**config.mk**
```make
export PLATFORM = sky130hd
export DESIGN_NAME = ycbcr2rgb_flat
export DESIGN_NICKNAME = d
export VERILOG_FILES = /design/src/rtl/ycbcr2rgb_if.sv /design/src/rtl/ycbcr2rgb.sv /design/src/flat_wrapper.sv
export SDC_FILE = /design/constraint.sdc
export NUM_CORES = 1
export LEC_CHECK = 0
export ABC_CLOCK_PERIOD_IN_PS = 2800
export BUFFER_PORTS_ARGS = -buffer_cell sky130_fd_sc_hd__buf_4
export CAP_MARGIN = 20
export CORE_MARGIN = 4
export CORE_UTILIZATION = 58
export DETAILED_ROUTE_END_ITERATION = 10
export PLACE_DENSITY = 0.79
export REMOVE_ABC_BUFFERS = 1
export SKIP_CTS_REPAIR_TIMING = 1
export SYNTH_ARGS = -nofsm -noshare
export SYNTH_HDL_FRONTEND = slang
export SYNTH_SLANG_ARGS = --single-unit
```
**constraint.sdc**
```tcl
create_clock -name clk -period 2.8 [get_ports clk]
set_input_delay 0 -clock clk [delete_from_list [all_inputs] [get_ports clk]]
set_output_delay 0 -clock clk [all_outputs]
set_load 0.005 [all_outputs]
```
**src/rtl/ycbcr2rgb_if.sv**
```systemverilog
// Pixel stream bundle for the YCbCr -> RGB converter: input and output
// valid/ready channels. clip_out exists only with YCC2RGB_CLIP_FLAG_EN.
interface ycbcr2rgb_if;
    logic        in_valid;
    logic        in_ready;
    logic [23:0] data_in;
    logic        out_valid;
    logic        out_ready;
    logic [23:0] data_out;
`ifdef YCC2RGB_CLIP_FLAG_EN
    logic [2:0]  clip_out;

    modport master (
        output in_valid, data_in, out_ready,
        input  in_ready, out_valid, data_out, clip_out
    );
    modport slave (
        input  in_valid, data_in, out_ready,
        output in_ready, out_valid, data_out, clip_out
    );
`else
    modport master (
        output in_valid, data_in, out_ready,
        input  in_ready, out_valid, data_out
    );
    modport slave (
        input  in_valid, data_in, out_ready,
        output in_ready, out_valid, data_out
    );
`endif
endinterface

```
**src/rtl/ycbcr2rgb.sv**
```systemverilog
// Two-stage YCbCr (level-shifted, signed) to saturated RGB888 converter.
// Optional per-component clamp flags: define YCC2RGB_CLIP_FLAG_EN.
module ycbcr2rgb #(
    parameter int COEF_FRAC = 14
) (
    input  logic       clk,
    input  logic       rst,
    ycbcr2rgb_if.slave bus
);
    localparam int ACC_W = 26;
    typedef logic signed [ACC_W-1:0] acc_t;

    localparam acc_t KR  = acc_t'(22970);
    localparam acc_t KGB = acc_t'(5638);
    localparam acc_t KGR = acc_t'(11700);
    localparam acc_t KB  = acc_t'(29032);
    localparam acc_t RND = acc_t'(1) <<< (COEF_FRAC - 1);

    logic advance;
    logic accept;

    logic [7:0] yu;
    acc_t       cb_x, cr_x;
    acc_t       ysc_d, kr_d, kgb_d, kgr_d, kb_d;
    acc_t       ysc_q, kr_q, kgb_q, kgr_q, kb_q;
    logic       v1_q;

    acc_t        r_sum, g_sum, b_sum;
    acc_t        r_sh, g_sh, b_sh;
    logic [23:0] data_d, data_q;
    logic        out_valid_q;

    function automatic acc_t rnd_shift(input acc_t s);
        return (s + RND) >>> COEF_FRAC;
    endfunction

    function automatic logic [7:0] clamp8(input acc_t q);
        if (q[ACC_W-1])
            return 8'h00;
        else if (q > acc_t'(255))
            return 8'hFF;
        else
            return q[7:0];
    endfunction

    // The pipe only moves when the output register is free or draining.
    assign advance = !out_valid_q || bus.out_ready;
    assign accept  = bus.in_valid && advance;

    // Y+128 on a two's complement byte is just an MSB flip.
    always_comb begin
        yu    = {~bus.data_in[7], bus.data_in[6:0]};
        cb_x  = acc_t'($signed(bus.data_in[15:8]));
        cr_x  = acc_t'($signed(bus.data_in[23:16]));
        ysc_d = acc_t'(yu) <<< COEF_FRAC;
        kr_d  = KR * cr_x;
        kgb_d = KGB * cb_x;
        kgr_d = KGR * cr_x;
        kb_d  = KB * cb_x;
    end

    always_ff @(posedge clk or negedge rst) begin
        if (!rst) begin
            v1_q  <= 1'b0;
            ysc_q <= '0;
            kr_q  <= '0;
            kgb_q <= '0;
            kgr_q <= '0;
            kb_q  <= '0;
        end else if (advance) begin
            v1_q  <= accept;
            ysc_q <= ysc_d;
            kr_q  <= kr_d;
            kgb_q <= kgb_d;
            kgr_q <= kgr_d;
            kb_q  <= kb_d;
        end
    end

    always_comb begin
        r_sum  = ysc_q + kr_q;
        g_sum  = ysc_q - kgb_q - kgr_q;
        b_sum  = ysc_q + kb_q;
        r_sh   = rnd_shift(r_sum);
        g_sh   = rnd_shift(g_sum);
        b_sh   = rnd_shift(b_sum);
        data_d = {clamp8(b_sh), clamp8(g_sh), clamp8(r_sh)};
    end

    always_ff @(posedge clk or negedge rst) begin
        if (!rst) begin
            out_valid_q <= 1'b0;
            data_q      <= '0;
        end else if (advance) begin
            out_valid_q <= v1_q;
            data_q      <= data_d;
        end
    end

    assign bus.in_ready  = advance;
    assign bus.out_valid = out_valid_q;
    assign bus.data_out  = data_q;

`ifdef YCC2RGB_CLIP_FLAG_EN
    logic [2:0] clip_d, clip_q;

    function automatic logic is_clip(input acc_t q);
        return q[ACC_W-1] || (q > acc_t'(255));
    endfunction

    always_comb begin
        clip_d = {is_clip(b_sh), is_clip(g_sh), is_clip(r_sh)};
    end

    always_ff @(posedge clk or negedge rst) begin
        if (!rst)
            clip_q <= '0;
        else if (advance)
            clip_q <= clip_d;
    end

    assign bus.clip_out = clip_q;
`endif
endmodule

```
**src/flat_wrapper.sv**
```systemverilog
// flat-port wrapper written by rule: the top's interface ports become plain ports
module ycbcr2rgb_flat 
#(
    parameter int COEF_FRAC = 14
)
  (clk, rst, bus_in_valid, bus_data_in, bus_out_ready, bus_in_ready, bus_out_valid, bus_data_out);
  ycbcr2rgb_if bus_i ();
  input  logic clk;
  input  logic rst;
  input wire logic [$bits(bus_i.in_valid)-1:0] bus_in_valid;
  input wire logic [$bits(bus_i.data_in)-1:0] bus_data_in;
  input wire logic [$bits(bus_i.out_ready)-1:0] bus_out_ready;
  output wire logic [$bits(bus_i.in_ready)-1:0] bus_in_ready;
  output wire logic [$bits(bus_i.out_valid)-1:0] bus_out_valid;
  output wire logic [$bits(bus_i.data_out)-1:0] bus_data_out;
  assign bus_i.in_valid = bus_in_valid;
  assign bus_i.data_in = bus_data_in;
  assign bus_i.out_ready = bus_out_ready;
  assign bus_in_ready = bus_i.in_ready;
  assign bus_out_valid = bus_i.out_valid;
  assign bus_data_out = bus_i.data_out;
  ycbcr2rgb #(.COEF_FRAC(COEF_FRAC)) u_core (.clk(clk), .rst(rst), .bus(bus_i));
endmodule
```
## Word-level counts from Yosys, hierarchy flattened

Index checks and enable logic that the tools add are counted.

- Flip-flop bits (word level): 131
- Output and inout port bits: 26
- Input bits: 28

- Bitwise gates (word level): 1
- Reduce and logical (&&, ||, !) cells: 3
- Magnitude comparators: 3
- Mux-type cells: 6
- $add $sub $neg: 7
- Multiply operators: 4

Operators with widths:

| cell | number |
|---|---|
| adder 26 x 15 -> 26 bit, second input constant | 3 |
| multiplier 13 x 8 -> 21 bit, first input constant | 3 |
| adder 23 x 26 -> 26 bit | 2 |
| two-way mux 8 bit | 6 |
| > comparator 12 x 9 -> 1 bit, second input constant | 3 |
| subtractor 23 x 26 -> 26 bit | 1 |
| subtractor 26 bit | 1 |
| multiplier 15 x 8 -> 23 bit, first input constant | 1 |
| logical AND 1 bit | 1 |
| zero test 1 bit | 1 |
| logical OR 1 bit | 1 |
| NOT 1 bit | 1 |

## Depth between registers and ports, before layout

Gate-level depths: netlist (run 1).

- Word-level depth: 6
- Depth in mapped cells: 18
- Gate-level depth less buffers: 18

## Worst setup path after synthesis (run 1)

OpenSTA, ideal clock, no wires.

- Kind: input to register
- Start: in bus_data_in[21]
- End: reg u_core.kr_q[20]
- Stages: 16
- Data required time: 2705 ps
- Path slack: -1224 ps
- Data arrival time: 3928 ps
- Cells stage by stage: fa_1 fa_1 fa_1 inv_1 fa_1 inv_1 ha_1 a21o_1 a21o_1 a21o_1 o32a_1 nand4_1 nand3b_1 and2_1 o21a_1 o31ai_1

- Cells in the longest elaborated chain, start to end: 1

Ends and longest elaborated chain:

| element | line | RTL |
|---|---|---|
| start, declared | flat_wrapper.sv:11 | `input wire logic [$bits(bus_i.data_in)-1:0] bus_data_in;` |
| multiplier 15 x 8 -> 23 bit | ycbcr2rgb.sv:56 | `kr_d = KR * cr_x;` |
| end signal, assigned | ycbcr2rgb.sv:73 | `kr_q <= kr_d;` |
| end, declared | ycbcr2rgb.sv:25 | `acc_t ysc_q, kr_q, kgb_q, kgr_q, kb_q;` |

No other way between the ends.
A chain may end at the register's enable or synchronous reset.

## Final worst setup path (run 1)

- Start: in bus_data_in[21]
- End: reg u_core.kr_q[22]

Same word-level chain as after synthesis.

==> run summary, run 1 <==
Status = finished, violations left
Crit path cell chain = buf_6, buf_8, inv_2, ha_4, inv_2, fa_1, fa_1, inv_1, fa_1, inv_2, ha_4, a21o_1, a21o_1, a21o_1, o32a_1, nand4_1, nand3_2, a31oi_4, xnor2_1, o21ai_1
Crit-path slowest cell = fa_1
Clock power frac = 7.8%
CTS tree = done
Starting Density = 58.9%
Min cycle time layout = 3.77 ns
Most frequent cells in the layout = buf_4, inv_1, ha_1
Largest delay contributor family on the critical path = adder cells
Peak VDD IR = 0.000751 V
Switching part of the total = 45.7%
Seq pwr share = 14.8%
Critical path arrival = 4.00 ns
CP Capture Type = register
Core Area = 0.0194 mm2
Total grt overflow = 0
Growth of design area from synthesis to finish = 36.2%
Slew @ Worst Pin = 0.870 ns
Bufs and invs on worst path = 6
First-pass GRT wire length = 46100 um
Post-Syn Area = 0.0114 mm2
Synth cell types = 75
Slowest cell delay on critical path = 0.52 ns
Die Y = 148 um
P_leak = 0.00805 uW
Root buf cell = clkbuf_16
Fin. Hold Viols = 0
Fraction of layout cells with a size suffix above 1 = 32.6%
Top FF cell, synth = dfrtp_1
Syn Area/Cell = 9.17 um2
Global Route Usage Sum = 25.7%
Setup TNS = -28.64 ns
Worst relative slew slack = 42.0%
Die area = 0.0220 mm2
Synth area leaders = ha_1, dfrtp_1, fa_1
Data required time at the worst endpoint = 3.03 ns
Pre-Repair DR Iteration Count = 6
Via density = 5.98
Layout Skew = 0.00965 ns
Final period util = 135%
Seq cells post-synth = 98
Antenna Violating Nets Remaining = 0
WL/cell = 21.4 um
TritonCTS buffer count = 9
NetSw = 7500 uW
Sequential area share after synthesis = 21.5%
Internal Pwr Total = 8920 uW
Site Rows = 51
P per Cell Area = 1060 mW/mm2
RSZ-0062 raised after global routing = yes
# IOs = 54
CP startpoint kind = primary input
Iteration-0 DRC Markers = 947
Clock-pin slew on the worst setup and hold paths = 0.08 ns
Synth warn = 0
Initial antenna violation count = 0
Cell taking the most area after synthesis = ha_1
Antenna cells = 0
Die Wd = 148 um
Max_cap viols = 0
Share of the synthesized area in the top cell type = 24.7%
Post-synth EDFFs = 0
Max Fclk = 0.265 GHz
Clk Latency, worst-skew pair = 0.37 ns
CTS max path bufs = 2
Final GP Congestion = 0.912
Final Max Tran Viols = 0
Largest fanout on the critical path = 2
WS Path Type = primary input to register
Power after layout = 16400 uW
Comb pwr share = 77.4%
Routed WL = 38700 um
IO Port Bufs = 53
DR vias = 10832
# DRC = 0
Fill count = 988
Final worst slack = -0.974 ns
HP Class = primary input to register
Vias in the first global route = 9908
Failing checks = setup timing
H-Tree Depth = 3
Final #Nets = 1885
Commonest non-fill, non-tap cell in the layout = buf_4
Largest net degree at the start of global routing = 66
Endpoints failing setup = 51
Syn Inst Count = 1245
Ys async rst share = 100%
Clk sink count = 98
Hpwl dp = 22200 um
[per-stage QoR]
step | std cells | area, um2 | setup slack, ns | hold WS [ns] | util [%]
floorplan | 1224 | 11300 | -4.19 | -0.296 | -
global placement | 1757 | 13700 | -1.42 | 0.136 | 70.5
detailed placement | 1757 | 13700 | -1.49 | 0.150 | 70.5
CTS | 1773 | 14000 | -1.12 | -0.240 | 72.0
global route | 1811 | 15500 | -1.12 | 0.119 | 80.1
finish | 1811 | 15500 | -0.974 | 0.0996 | 80.1
[kinds of logic after synthesis]
family	after synthesis	synth area share, %
AOI/OAI and AO/OA	260	15.0
xor gates and xnor gates	60	4.67
adders and majority gates	316	40.6
buffers and inverters	279	9.35
DFF	98	21.5
and+or+nand+nor	232	8.86
[power groups by stage]
stage | Sequential, uW | Combinational (uW) | Clock (uW)
CTS | 2360 | 9510 | 1280
floorplan | 2310 | 6040 | 0
global placement | 2360 | 8940 | 0
global route | 2470 | 13600 | 1350
detailed placement | 2380 | 9350 | 0
finish | 2420 | 12700 | 1290
[final cells by class]
class	instances	area, um2	area share, %
well taps	265	332	2.13
clock inverters	6	56.3	0.362
inverters	258	976	6.28
clock buffers	10	239	1.54
multi-input cells	868	8960	57.6
flip-flops and latches	98	2450	15.8
repair buffers	306	2530	16.3
[final timing paths]
check | from | to | slack [ns] | cells after the start
hold reg to reg | u_core.v1_q$_DFFE_PN0N_ | u_core.v1_q$_DFFE_PN0N_ | 0.49 | 2
hold / removal | bus_data_in[15] | u_core.kb_q[24]$_DFFE_PN0N_ | 0.1 | 4
setup reg to reg | u_core.kgb_q[14]$_DFFE_PN0N_ | u_core.bus.data_out[11]$_DFFE_PN0N_ | -0.39 | 12
setup / recovery | bus_data_in[21] | u_core.kr_q[22]$_DFFE_PN0N_ | -0.97 | 20
max in group asynchronous | rst | u_core.kgb_q[16]$_DFFE_PN0N_ | 1.70 | 3
min in group asynchronous | rst | u_core.bus.data_out[1]$_DFFE_PN0N_ | 0.27 | 2
[worst register-to-register path: cells and delay by family, from the launching register on]
| family | cells | cell delay (ns) |
|---|---|---|
| buf+inv | 1 | 0.09 |
| simple gates | 2 | 0.40 |
| compound gates | 7 | 1.37 |
| fa+ha+maj | 2 | 0.76 |
| flops | 1 | 0.43 |
[cell usage after synthesis (2+ instances only)]
master     number
nor3_1         15
xor2_1         28
o22ai_1         3
or2_2           3
nand2_1       109
dfrtp_1        98
a2bb2oi_1       7
or3_1           2
o211ai_1        4
and3_1          7
fa_1           91
o221a_1         2
o21ai_0        57
a32oi_1         2
and2_1          2
nor2_1         60
clkbuf_1       17
a21o_1         21
o41ai_1         2
nand3_1         9
ha_1          225
a31oi_1         3
o21a_1         16
clkbuf_8        2
o31ai_1         9
o21bai_1        4
nand2b_1        7
a211oi_1        2
a21oi_2         3
nor2b_1        10
a22oi_1        10
o311ai_1        2
a21oi_1        74
a211o_1         3
inv_1         257
buf_1           2
o21ai_1         9
xnor2_1        31
[routing by layer]
layer  share of wire, %  up-vias  wire (um)  GRT usage, %
met5                  0        -          0             0
met3                7.0      248       2720          3.35
met4                7.7        0       2970          7.48
li1                   -     4706          -             -
met1                 36     5199      14100          32.6
met2                 49      679      19000          45.9
[sequential cells by signal (all words and copies together), names as in the netlist]
name	count
u_core.bus.data_out	24
u_core.kgb_q	21
u_core.kgr_q	17
u_core.kr_q	15
u_core.kb_q	11
u_core.ysc_q	8
u_core.bus.out_valid	1
u_core.v1_q	1
Note: power is estimated with default switching activity, not from simulation.
==> inputs of run 2 (changes only) <==
--- a/config.mk
+++ b/config.mk
@@ -12,6 +12,7 @@
 export CORE_UTILIZATION = 58
 export DETAILED_ROUTE_END_ITERATION = 10
 export PLACE_DENSITY = 0.79
+export RECOVER_POWER = 25
 export REMOVE_ABC_BUFFERS = 1
 export SKIP_CTS_REPAIR_TIMING = 1
 export SYNTH_ARGS = -nofsm -noshare
==> constraint.sdc (replaced) <==
create_clock -name clk -period 2.8 [get_ports clk]
set_input_delay 0.56 -clock clk [delete_from_list [all_inputs] [get_ports clk]]
set_output_delay 0.56 -clock clk [all_outputs]
set_load 0.005 [all_outputs]
==> run 2 against run 1 <==
The run ends with capacitance limit, slew limit, setup timing left. Sequential power barely moved. Clock power barely moved. Via count rose by 2.6%. Total power rose by 0.50%. Global-route usage rose by 0.39 points. Final cell count rose by 0.50%. Sequential share of layout area fell by 0.15 points. Setup slack got worse by 0.68 ns. Combinational power barely moved. Die area did not move. Critical endpoint is now u_core.kr_q[20]$_DFFE_PN0N_.
==> run summary, run 2 (synthesis gave the netlist of run 1 again) <==
Status = finished, violations left (unchanged)
Failing checks = capacitance limit, slew limit, setup timing (was setup timing)
Max reg flops = 24 (unchanged)
RSZ-0062 raised after global routing = yes (unchanged)
Final #Nets = 1894 (was 1885)
Die Y = 148 um (unchanged)
Max_cap viols = 1 (was 0)
DR vias = 11110 (was 10832)
Clk sink count = 98 (unchanged)
Total grt overflow = 0 (unchanged)
Antenna Violating Nets Remaining = 0 (unchanged)
First-pass GRT wire length = 46900 um (was 46100 um)
Endpoints failing setup = 57 (was 51)
TritonCTS buffer count = 9 (unchanged)
Critical path arrival = 4.72 ns (was 4.00 ns)
Largest net degree at the start of global routing = 99 (was 66)
WHS = 0.370 ns (was 0.0996 ns)
IO Port Bufs = 53 (unchanged)
Via density = 6.10 (was 5.98)
Final Max Tran Viols = 99 (was 0)
WL/cell = 22.0 um (was 21.4 um)
Clk Latency, worst-skew pair = 0.36 ns (was 0.37 ns)
P per Cell Area = 1050 mW/mm2 (was 1060 mW/mm2)
Data required time at the worst endpoint = 3.07 ns (was 3.03 ns)
Largest delay contributor family on the critical path = adder cells (unchanged)
P_leak = 0.00810 uW (was 0.00805 uW)
Root buf cell = clkbuf_16 (unchanged)
Clock-pin slew on the worst setup and hold paths = 0.08 ns (about the same)
Growth of design area from synthesis to finish = 37.4% (was 36.2%)
# DRC = 0 (unchanged)
Antenna cells = 0 (unchanged)
Iteration-0 DRC Markers = 919 (was 947)
Slew @ Worst Pin = 2.20 ns (was 0.870 ns)
Worst relative slew slack = -46.4% (was 42.0%)
Final worst slack = -1.65 ns (was -0.974 ns)
Fill count = 958 (was 988)
Routed WL = 40100 um (was 38700 um)
Bufs and invs on worst path = 6 (unchanged)
FF+latch area = 0.00245 mm2 (about the same)
H-Tree Depth = 3 (unchanged)
Die Wd = 148 um (unchanged)
Initial antenna violation count = 0 (unchanged)
Site Rows = 51 (unchanged)
Fraction of layout cells with a size suffix above 1 = 33.6% (was 32.6%)
WS Path Type = primary input to register (unchanged)
CP Capture Type = register (unchanged)
Fin. Hold Viols = 0 (unchanged)
Largest fanout on the critical path = 5 (was 2)
Crit path cell chain = buf_8, buf_6, inv_4, ha_4, inv_2, fa_1, fa_1, inv_1, fa_1, inv_2, ha_4, a21o_1, a21o_1, a21o_1, o32a_1, nand4_1, nand3b_1, and2_4, o21a_1, o31ai_1 (was buf_6, buf_8, inv_2, ha_4, inv_2, fa_1, fa_1, inv_1, fa_1, inv_2, ha_4, a21o_1, a21o_1, a21o_1, o32a_1, nand4_1, nand3_2, a31oi_4, xnor2_1, o21ai_1)
Layout Skew = 0.0140 ns (was 0.00965 ns)
Crit-path slowest cell = fa_1 (unchanged)
Hpwl dp = 22800 um (was 22200 um)
Core Area = 0.0194 mm2 (unchanged)
Slowest cell delay on critical path = 0.55 ns (was 0.52 ns)
Commonest non-fill, non-tap cell in the layout = buf_4 (unchanged)
Die area = 0.0220 mm2 (unchanged)
Starting Density = 58.9% (unchanged)
Vias in the first global route = 10050 (was 9908)
Final GP Congestion = 0.899 (was 0.912)
Final Util = 80.9% (was 80.1%)
Final period util = 159% (was 135%)
Pre-Repair DR Iteration Count = 6 (unchanged)
Peak VDD IR = 0.000667 V (was 0.000751 V)
CTS tree = done (unchanged)
CP startpoint kind = primary input (unchanged)
Global Route Usage Sum = 26.1% (was 25.7%)
CTS max path bufs = 2 (unchanged)
Area of the multi-input gates = 0.00904 mm2 (was 0.00896 mm2)
Pre-CTS setup slack = -2.11 ns (was -1.49 ns)
Min cycle time layout = 4.45 ns (was 3.77 ns)
HP Class = primary input to register (unchanged)
Most frequent cells in the layout = buf_4, inv_1, ha_1 (unchanged)
Max Fclk = 0.225 GHz (was 0.265 GHz)
# IOs = 54 (unchanged)
## run 2: path summary, 6_finish.rpt
kind	slack, ns	to	cells after the start	start
worst max-delay path	-1.65	u_core.kr_q[20]$_DFFE_PN0N_	20	bus_data_in[21]
worst min-delay path	0.37	u_core.ysc_q[21]$_DFFE_PN0N_	2	bus_data_in[7]
worst max register to register	-0.52	u_core.bus.data_out[13]$_DFFE_PN0N_	12	u_core.kgb_q[16]$_DFFE_PN0N_
worst min register to register	0.47	u_core.bus.out_valid$_DFFE_PN0N_	1	u_core.v1_q$_DFFE_PN0N_
max in group asynchronous	0.51	u_core.kgb_q[10]$_DFFE_PN0N_	2	rst
min in group asynchronous	0.97	u_core.bus.data_out[0]$_DFFE_PN0N_	2	rst
## run 2: area by class of cell
class                   instances  area share, %
multi-input cells             868           57.7
repair buffers                315           16.4
clock inverters                 6          0.479
inverters                     258           6.21
well taps                     265           2.11
clock buffers                  10           1.46
flip-flops and latches         98           15.6
## run 2: power breakdown
| group | switching [uW] | internal (uW) |
|---|---|---|
| clock | 598 | 707 |
| sequential | 433 | 2000 |
| combinational | 6480 | 6280 |
| total | 7510 | 8990 |
## run 2: through the flow
step                std cells  power [uW]  TNS, ns  area, um2
floorplan                1224        8350  -288.22      11300
global route             1820       17400   -64.52      15700
CTS                      1785       13300   -62.03      14100
global placement         1769       11400   -74.35      13800
finish                   1820       16500   -58.17      15700
detailed placement       1769       11900   -79.51      13800
## run 2: metal layers
metal | up-vias | global-route usage [%] | part of all wire (%)
met3 | 293 | 4.05 | 7.8
li1 | 4722 | - | -
met1 | 5364 | 33.1 | 35
met5 | - | 0 | 0
met4 | 0 | 7.39 | 8.3
met2 | 731 | 46.3 | 49
==> inputs of run 3 (changes only) <==
--- a/config.mk
+++ b/config.mk
@@ -5,13 +5,13 @@
 export SDC_FILE = /design/constraint.sdc
 export NUM_CORES = 1
 export LEC_CHECK = 0
-export ABC_CLOCK_PERIOD_IN_PS = 2800
+export ABC_CLOCK_PERIOD_IN_PS = 4650
 export BUFFER_PORTS_ARGS = -buffer_cell sky130_fd_sc_hd__buf_4
 export CAP_MARGIN = 20
 export CORE_MARGIN = 4
-export CORE_UTILIZATION = 58
+export CORE_UTILIZATION = 60
 export DETAILED_ROUTE_END_ITERATION = 10
-export PLACE_DENSITY = 0.79
+export PLACE_DENSITY = 0.78
 export RECOVER_POWER = 25
 export REMOVE_ABC_BUFFERS = 1
 export SKIP_CTS_REPAIR_TIMING = 1
==> constraint.sdc (replaced) <==
create_clock -name clk -period 4.65 [get_ports clk]
set_input_delay 0.93 -clock clk [delete_from_list [all_inputs] [get_ports clk]]
set_output_delay 0.93 -clock clk [all_outputs]
set_load 0.005 [all_outputs]
==> run 3 against run 2 <==
Clock skew decreased by 0.0079 ns. Non-clock buffer count decreased by 139. Final cell count decreased by 9.3%. Clock-buffer cell count increased by 1. Largest power group unchanged. The flow still finishes with violations (capacitance limit, slew limit, setup timing).
==> run summary, run 3 (synthesis gave the netlist of run 1 again) <==
Status = finished, violations left (unchanged)
Failing checks = capacitance limit, slew limit, setup timing (unchanged)
Routed WL = 27000 um (was 40100 um)
Final worst slack = -0.125 ns (was -1.65 ns)
Endpoints failing setup = 6 (was 57)
First-pass GRT wire length = 43800 um (was 46900 um)
Max_cap viols = 1 (unchanged)
Via density = 5.56 (was 6.10)
TritonCTS buffer count = 9 (unchanged)
Critical path arrival = 4.98 ns (was 4.72 ns)
Final Max Tran Viols = 66 (was 99)
Most frequent cells in the layout = inv_1, ha_1, buf_4 (was buf_4, inv_1, ha_1)
IO Port Bufs = 53 (unchanged)
P_leak = 0.00727 uW (was 0.00810 uW)
Pre-Repair DR Iteration Count = 5 (was 6)
CP Capture Type = register (unchanged)
Clk sink count = 98 (unchanged)
Core Area = 0.0187 mm2 (was 0.0194 mm2)
Antenna cells = 0 (unchanged)
Die Wd = 146 um (was 148 um)
DR vias = 9177 (was 11110)
Total grt overflow = 0 (unchanged)
Data required time at the worst endpoint = 4.85 ns (was 3.07 ns)
CTS max path bufs = 2 (unchanged)
Layout Skew = 0.00609 ns (was 0.0140 ns)
Max Fclk = 0.209 GHz
WS Path Type = primary input to register (unchanged)
Iteration-0 DRC Markers = 496 (was 919)
Setup TNS = -0.564 ns (was -58.17 ns)
# IOs = 54 (unchanged)
Site Rows = 50 (was 51)
Largest net degree at the start of global routing = 95 (was 99)
WL/cell = 16.3 um (was 22.0 um)
Min cycle time layout = 4.77 ns
Placed instance area = 0.0129 mm2 (was 0.0138 mm2)
Global Route Usage Sum = 24.7% (was 26.1%)
# DRC = 0 (unchanged)
RSZ-0062 raised after global routing = yes (unchanged)
H-Tree Depth = 3 (unchanged)
Initial antenna violation count = 0 (unchanged)
Root buf cell = clkbuf_16 (unchanged)
Antenna Violating Nets Remaining = 0 (unchanged)
Largest fanout on the critical path = 2 (was 5)
Clk Latency, worst-skew pair = 0.35 ns (was 0.36 ns)
Final period util = 103%
Peak VDD IR = 0.000333 V (was 0.000667 V)
Fin. Hold Viols = 0 (unchanged)
Fill count = 1312 (was 958)
HP Class = register to register (was primary input to register)
CP startpoint kind = primary input (unchanged)
P per Cell Area = 569 mW/mm2 (was 1050 mW/mm2)
Hpwl dp = 20700 um (was 22800 um)
Starting Density = 61.0% (was 58.9%)
Slew @ Worst Pin = 1.60 ns (was 2.20 ns)
Final #Nets = 1755 (was 1894)
Clock-pin slew on the worst setup and hold paths = 0.07 ns (was 0.08 ns)
CTS tree = done (unchanged)
Die area = 0.0213 mm2 (was 0.0220 mm2)
Growth of design area from synthesis to finish = 18.2% (was 37.4%)
Fraction of layout cells with a size suffix above 1 = 17.9% (was 33.6%)
Commonest non-fill, non-tap cell in the layout = inv_1 (was buf_4)
Pre-CTS setup slack = -0.692 ns (was -2.11 ns)
Final Util = 72.2% (was 80.9%)
Die Y = 146 um (was 148 um)
Final GP Congestion = 0.933 (was 0.899)
Final instance area = 0.0135 mm2 (was 0.0157 mm2)
Worst relative slew slack = -6.80% (was -46.4%)
Vias in the first global route = 9350 (was 10050)
Max reg flops = 24 (unchanged)
-- run 3: cell types whose count changed in the layout (fill, tap and decap cells not counted), moves of 9 or more --
cell / change
buf_4: -102
ha_1: +39
ha_4: -36
buf_6: -30
inv_1: +26
inv_2: -25
a21oi_1: +21
a21oi_2: -18
o21ai_0: +12
o21ai_1: -9
-- run 3: metrics by stage --
stage | power, uW | hold slack [ns] | instances
5_1_grt | 8440 | 0.510 | 1650
3_5_place_dp | 6600 | 0.448 | 1627
3_3_place_gp | 6360 | 0.440 | 1627
6_report | 7680 | 0.462 | 1650
4_1_cts | 7440 | 0.464 | 1643
2_1_floorplan | 5030 | 0.430 | 1224
-- run 3: metal layers --
| layer | track usage, % | vias up | wire, um |
|---|---|---|---|
| met1 | 32.5 | 4466 | 11500 |
| met3 | 4.42 | 51 | 1280 |
| met4 | 5.22 | 0 | 595 |
| li1 | - | 4445 | - |
| met2 | 43.0 | 215 | 13600 |
| met5 | 0 | - | 0 |
-- run 3: report_power, final --
group | switching [uW] | internal [uW]
combinational | 2800 | 2650
sequential | 232 | 1210
clock | 350 | 435
-- run 3: worst max-delay path: stages --
cell	delay (ns)
buf_8	0.10
buf_6	0.11
ha_4	0.26
inv_2	0.04
fa_1	0.52
fa_1	0.58
inv_2	0.05
fa_1	0.51
inv_2	0.05
ha_4	0.21
a21o_1	0.16
a21o_1	0.16
a21o_1	0.16
o32a_1	0.38
nand4_1	0.15
nand3_2	0.14
a31oi_4	0.24
xnor2_1	0.14
o21ai_1	0.07
-- run 3: cell type report --
cell class | instances | area (um2) | share of cell area [%]
multi-input cells | 868 | 8120 | 60.2
flip-flops and latches | 98 | 2450 | 18.2
repair buffers | 176 | 1360 | 10.0
inverters | 258 | 971 | 7.19
well taps | 234 | 293 | 2.17
clock buffers | 11 | 243 | 1.80
clock inverters | 5 | 61.3 | 0.454
-- run 3: worst paths after layout --
| check | from | to | slack (ns) | cells past startpoint |
|---|---|---|---|---|
| setup reg to reg | u_core.ysc_q[14]$_DFFE_PN0N_ | u_core.bus.data_out[13]$_DFFE_PN0N_ | 1.31 | 11 |
| setup / recovery | bus_data_in[22] | u_core.kr_q[22]$_DFFE_PN0N_ | -0.12 | 19 |
| min in group asynchronous | rst | u_core.bus.data_out[3]$_DFFE_PN0N_ | 0.78 | 1 |
| hold / removal | u_core.v1_q$_DFFE_PN0N_ | u_core.v1_q$_DFFE_PN0N_ | 0.46 | 2 |
| max in group asynchronous | rst | u_core.kgb_q[9]$_DFFE_PN0N_ | 1.66 | 3 |
| hold reg to reg | u_core.v1_q$_DFFE_PN0N_ | u_core.v1_q$_DFFE_PN0N_ | 0.46 | 2 |
